<file path="config.mk">
export PLATFORM = sky130hd
export DESIGN_NAME = shift_exec_stage
export DESIGN_NICKNAME = d
export VERILOG_FILES = /design/src/rtl/shift_pkg.sv /design/src/rtl/shift_core.sv /design/src/rtl/shift_exec_stage.sv
export SDC_FILE = /design/constraint.sdc
export NUM_CORES = 1
export LEC_CHECK = 0
export BUFFER_PORTS_ARGS = -buffer_cell sky130_fd_sc_hd__buf_2
export CAP_MARGIN = 20
export CORE_ASPECT_RATIO = 0.9
export CORE_MARGIN = 1.5
export CORE_UTILIZATION = 45
export CTS_BUF_LIST = sky130_fd_sc_hd__clkbuf_2 sky130_fd_sc_hd__clkbuf_4 sky130_fd_sc_hd__clkbuf_8
export DETAILED_ROUTE_END_ITERATION = 10
export GPL_TIMING_DRIVEN = 0
export RECOVER_POWER = 50
export SLEW_MARGIN = 10
export SYNTH_ARGS = -nofsm -noshare
export SYNTH_HDL_FRONTEND = slang
export SYNTH_SLANG_ARGS = --single-unit
</file>
<file path="constraint.sdc">
create_clock -name clk -period 5.68 [get_ports clk]
set_clock_uncertainty 0.1 [all_clocks]
set_input_delay 1.136 -clock clk [delete_from_list [all_inputs] [get_ports clk]]
set_output_delay 1.136 -clock clk [all_outputs]
set_load 0.05 [all_outputs]
</file>
<file path="src/rtl/shift_pkg.sv">
// rtl/shift_pkg.sv - shared opcode type and width constants for the shift execution stage
package shift_pkg;

    localparam int SHIFT_N       = 32;
    localparam int SHIFT_SHAMT_W = 5;

    typedef enum logic [2:0] {
        SHIFT_SLL = 3'd0,
        SHIFT_SRL = 3'd1,
        SHIFT_SRA = 3'd2,
        SHIFT_ROL = 3'd3,
        SHIFT_ROR = 3'd4
    } shift_op_t;

endpackage

</file>
<file path="src/rtl/shift_core.sv">
// rtl/shift_core.sv - combinational SLL/SRL/SRA shifter, ROL/ROR when SHIFT_EXEC_ROTATE_EN is defined
module shift_core
    import shift_pkg::*;
(
    input  logic [2:0]               op,
    input  logic [SHIFT_N-1:0]       data,
    input  logic [SHIFT_SHAMT_W-1:0] shamt,
    output logic [SHIFT_N-1:0]       result,
    output logic                     err
);

`ifdef SHIFT_EXEC_ROTATE_EN
    // Complement amount is 6 bits wide so shamt=0 shifts by 32 and contributes nothing
    logic [SHIFT_SHAMT_W:0] inv_shamt;
    assign inv_shamt = 6'd32 - {1'b0, shamt};
`endif

    always_comb begin
        result = '0;
        err    = 1'b0;
        case (shift_op_t'(op))
            SHIFT_SLL: result = data << shamt;
            SHIFT_SRL: result = data >> shamt;
            SHIFT_SRA: result = $unsigned($signed(data) >>> shamt);
`ifdef SHIFT_EXEC_ROTATE_EN
            SHIFT_ROL: result = (data << shamt) | (data >> inv_shamt);
            SHIFT_ROR: result = (data >> shamt) | (data << inv_shamt);
`endif
            default:   err = 1'b1;
        endcase
    end

endmodule

</file>
<file path="src/rtl/shift_exec_stage.sv">
// rtl/shift_exec_stage.sv - two-stage pipelined shift unit with valid/ready handshake (rotates via SHIFT_EXEC_ROTATE_EN)
module shift_exec_stage
    import shift_pkg::*;
#(
    parameter int N     = SHIFT_N,
    parameter int TAG_W = 5
) (
    input  logic                     clk,
    input  logic                     rst_n,
    input  logic                     in_valid,
    output logic                     in_ready,
    input  logic [2:0]               in_op,
    input  logic [N-1:0]             in_data,
    input  logic [SHIFT_SHAMT_W-1:0] in_shamt,
    input  logic [TAG_W-1:0]         in_tag,
    output logic                     out_valid,
    input  logic                     out_ready,
    output logic [N-1:0]             out_data,
    output logic [TAG_W-1:0]         out_tag,
    output logic                     out_err
);

    logic                     s1_valid;
    logic [2:0]               s1_op;
    logic [N-1:0]             s1_data;
    logic [SHIFT_SHAMT_W-1:0] s1_shamt;
    logic [TAG_W-1:0]         s1_tag;

    logic                     s1_adv;
    logic                     s2_adv;
    logic [N-1:0]             core_result;
    logic                     core_err;

    // out_valid is the S2 valid bit; ready ripples back from out_ready only
    assign s2_adv   = !out_valid || out_ready;
    assign s1_adv   = !s1_valid || s2_adv;
    assign in_ready = s1_adv;

    shift_core u_core (
        .op     (s1_op),
        .data   (s1_data),
        .shamt  (s1_shamt),
        .result (core_result),
        .err    (core_err)
    );

    always_ff @(posedge clk or negedge rst_n) begin
        if (!rst_n) begin
            s1_valid  <= 1'b0;
            s1_op     <= '0;
            s1_data   <= '0;
            s1_shamt  <= '0;
            s1_tag    <= '0;
            out_valid <= 1'b0;
            out_data  <= '0;
            out_tag   <= '0;
            out_err   <= 1'b0;
        end else begin
            if (s1_adv) begin
                s1_valid <= in_valid;
                if (in_valid) begin
                    s1_op    <= in_op;
                    s1_data  <= in_data;
                    s1_shamt <= in_shamt;
                    s1_tag   <= in_tag;
                end
            end
            if (s2_adv) begin
                out_valid <= s1_valid;
                if (s1_valid) begin
                    out_data <= core_result;
                    out_err  <= core_err;
                    out_tag  <= s1_tag;
                end
            end
        end
    end

endmodule

</file>
; ---- Word level (Yosys, flattened, before mapping)
; Index checks and enable logic that the tools add are counted.
[totals]
in_bits = 49
ff_bits = 85
out_inout_bits = 40
word_cells = 24
[classes]
n_reduce_logical = 8
n_shift = 3
muxes = 2
n_eq_ne = 2
[ops]
columns = cell, n
row1 = $pmux W32 S3, 1
row2 = $shl A32 B5 Y32, 1
row3 = $shr A32 B5 Y32, 1
row4 = $sshr A32 B5 Y32, 1
row5 = $reduce_and A2 Y1, 2
row6 = $eq A3 B1 Y1 const B, 1
row7 = $eq A3 B2 Y1 const B, 1
row8 = $logic_not A3 Y1, 1
row9 = $reduce_or A3 Y1, 1
row10 = $logic_not A1 Y1, 2
row11 = $logic_or A1 B1 Y1, 2
row12 = $mux W1, 1

; ---- Depth between registers and ports, before layout
[logic_depth]
depth_word = 4
ltp_mapped = 9
ltp_nobuf = 5

; ---- By module
; Synthesis repeated with hierarchy kept, for this count alone.
[unflattened]
cells_unflattened = 683
area_unflattened_um2 = 6875.3
[modules_own_cells]
columns = module, instances, cells_each, area_each_um2
row1 = shift_core, 1, 501, 3574.7
row2 = shift_exec_stage, 1, 182, 3300.7

; ---- Worst setup path before layout
; No wires, ideal clock.
[synth_path]
path_kind = in2reg
start = input out_ready
end = register s1_data[0]
slack_ns = 2.731
path_buffers = 1
arrival_time_ns = 2.724
stages = 5
required_time_ns = 5.455
cell_sequence = nor2b_1 -> nand2_1 -> nand2_1 -> clkbuf_1 -> mux2_2
[synth_via]
elab_chain_cells = 3
[synth_rtl]
columns = item, line
row1 = "start, declared", shift_exec_stage.sv:17  ; input logic out_ready,
row2 = $logic_or A1 B1 Y1, shift_exec_stage.sv:35  ; assign s2_adv = !out_valid || out_ready;
row3 = $logic_or A1 B1 Y1, shift_exec_stage.sv:36  ; assign s1_adv = !s1_valid || s2_adv;
row4 = via in_ready, shift_exec_stage.sv:11  ; output logic in_ready,
row5 = $reduce_and A2 Y1 (no source line), --
row6 = "end signal, assigned", shift_exec_stage.sv:63  ; s1_data <= in_data;
row7 = "end, declared", shift_exec_stage.sv:25  ; logic [N-1:0] s1_data;
; The timed path passes the listed nets, and every way through them passes these cells.
; A chain may end at the register's enable or synchronous reset.

; ---- Final worst setup path
[layout_path]
start = register s1_shamt[2]
end = register out_data[28]
[layout_via]
elab_chain_cells = 2
[layout_rtl]
columns = item, line
row1 = "start, declared", shift_exec_stage.sv:26  ; logic [SHIFT_SHAMT_W-1:0] s1_shamt;
row2 = "start signal, assigned", shift_exec_stage.sv:64  ; s1_shamt <= in_shamt;
row3 = $sshr A32 B5 Y32 (tied with other cells), shift_core.sv:24  ; SHIFT_SRA: result = $unsigned($signed(data) >>> shamt);
row4 = $pmux W32 S3 (*), shift_core.sv:21  ; case (shift_op_t'(op))
row5 = "end signal, assigned", shift_exec_stage.sv:71  ; out_data <= core_result;
row6 = "end, declared", shift_exec_stage.sv:18  ; output logic [N-1:0] out_data,
; Every way passes the cells marked *; elsewhere a longest branch is shown, timed or not.

==> run summary <==
Peak supply drop -> 0.185 mV
Vias in the first global route -> 6351
Commonest non-fill, non-tap cell in the layout -> dfrtp_1
Number of diodes -> 0
Area Growth Syn to Fin -> 13.7%
Share of layout cells above drive strength 1 -> 30.2%
Core Region -> 14800 um2
Seq/Total Area, Yosys -> 31.1%
Most frequent cells in the layout -> dfrtp_1 (85), buf_2 (82), nand2_1 (73), mux2_2 (59), mux4_2 (57)
Drt initial violations -> 1053
Yosys warns -> 0
Reg clk slew, reported paths -> 90 ps
IO buf count -> 88
Final hold vios -> 0
Pin count of the biggest net entering global routing -> 53
CP Class -> flop to flop
Die area -> 15900 um2
Mapped Cells -> 655
Maxcap violations -> 1
Fmax -> 310 MHz
Setup bufs post-CTS -> 0
Row count -> 42
Transition time of the tightest slew-check pin -> 2040 ps
# setup viols final -> 0
Final hold slack -> 373 ps
Router iterations before antenna repair -> 6
Fin. max-slew vios -> 34
Post-DRT Antenna Nets -> 0
Initial Util -> 46.2%
Vias per Instance -> 6.98
Pwr Density -> 384 nW/um2
GPL Wtd Cong -> 1.03
Die X -> 133 um
Slew margin rel. -> -36.3%
RSZ-0062 raised after global routing -> no
Nets -> 804
Synth cell types -> 64
Buffer depth of the longest clock path -> 2
Total number of vias -> 6677
Setup tns final -> 0 ps
CTS tree -> done
Clk sinks -> 85
Top_reg_cell synth -> dfrtp_1
Initial antenna violation count -> 0
Crit path DAT -> 3430 ps
Crit start category -> flop
Synthesized area -> 6830 um2
Final min period -> 3220 ps
Syn Nets -> 704
First-pass GRT wire length -> 41500 um
Final WL -> 27800 um
Worst-Skew Late Latency -> 390 ps
Final global-route overflow total -> 0
Die Y -> 120 um
Hold_buf cts -> 0
Post-DP HPWL -> 21700 um
CTS HTree Levels -> 3
Async SR Flop Fraction -> 100%
Tcrit/Tclk final -> 56.7%
Average size of a mapped cell -> 10.4 um2
Residual DRC count -> 0
Number of synthesized flops with an enable pin -> 0
Wire per inst -> 29.0 um
Leakage power -> 0.00318 uW
Hold WC Path Type -> flop to flop
Worst-path maximum fanout -> 10
Clock root cell -> clkbuf_8
Top Ports -> 89
CTS resizes -> 0
Status -> finished with violations
Total CTS buffers -> 9
Crit. End Element -> flop
GRT Total Usage -> 35.7%
Failing checks -> max-capacitance violations, max-slew violations
CP required -> 5890 ps
FF+latch count, synth -> 85
[final timing paths]
| kind | from | endpoint | slack, ps | cells past startpoint |
|---|---|---|---|---|
| max in group asynchronous | rst_n | s1_data[31] | 3080 | 1 |
| max reg2reg | s1_shamt[2] | out_data[28] | 2460 | 7 |
| min in group asynchronous | rst_n | s1_data[13] | 1200 | 1 |
| min | s1_tag[4] | out_tag[4] | 370 | 2 |
| min reg2reg | s1_tag[4] | out_tag[4] | 370 | 2 |
| max | s1_shamt[2] | out_data[28] | 2460 | 7 |
[logic make-up after synthesis]
kind of cell	share of synthesized area (%)
AOI/OAI and AO/OA	15.4
DFF	31.1
muxes	35.3
xor gates and xnor gates	0.257
and+or+nand+nor	12.8
buffers and inverters	5.02
[Yosys cell counts, drive strengths merged (5+ instances only)]
library cell / count / area [um2]
a211oi: 12 / 90.1
a21oi: 30 / 150
a22oi: 7 / 52.6
buf: 25 / 200
clkbuf: 31 / 116
dfrtp: 85 / 2130
inv: 6 / 22.5
mux2: 60 / 676
mux2i: 45 / 450
mux4: 57 / 1280
nand2: 73 / 274
nand2b: 7 / 43.8
nand3: 13 / 65.1
nor2: 47 / 176
nor2b: 8 / 50.1
nor3: 20 / 100
o211ai: 8 / 60.1
o21ai: 23 / 115
o221a: 5 / 56.3
o22ai: 19 / 119
o31ai: 8 / 60.1
[power by group]
group          switching (uW)  total, uW  internal [uW]
sequential                133        850            717
combinational            1030       1580            554
clock                     246        550            304
[metal layers]
| metal | track usage, % | part of all wire [%] | vias up |
|---|---|---|---|
| li1 | - | - | 2753 |
| met2 | 51.9 | 43 | 543 |
| met3 | 11.2 | 12 | 79 |
| met5 | 0 | 0 | - |
| met4 | 12.9 | 3.9 | 0 |
| met1 | 50.2 | 41 | 3302 |
[flip-flops by register name (all words and copies together) (netlist names)]
name,count
out_data,32
s1_data,32
out_tag,5
s1_shamt,5
s1_tag,5
s1_op,3
out_err,1
out_valid,1
s1_valid,1
[area by class of cell]
cell class | count | area [um2]
inverters | 7 | 26.3
fillers | 1400 | 7000
flip-flops and latches | 85 | 2130
plain buffers | 56 | 317
well taps | 198 | 248
clock buffers | 10 | 138
clock inverters | 5 | 108
repair buffers | 89 | 444
multi-input cells | 507 | 4360
[critical path: stages (launching register included)]
cell      delay (ps)
dfrtp_1          430
clkbuf_1         600
buf_2            400
clkbuf_1         570
nor2_1           260
nor4b_1          580
a211oi_1          80
o21ai_0          100
[stage by stage]
stage | util [%] | cells | cell area (um2) | setup WS, ps | total power (uW)
after floorplan | - | 655 | 6830 | 2730 | 1890
after global placement | 50.9 | 941 | 7520 | 2450 | 2390
after detailed placement | 51.1 | 942 | 7550 | 2370 | 2400
after CTS | 52.8 | 957 | 7790 | 2650 | 2950
after global routing | 52.6 | 957 | 7770 | 2280 | 3080
final | 52.6 | 957 | 7770 | 2460 | 2980
Power figures use the tool's default switching activity.
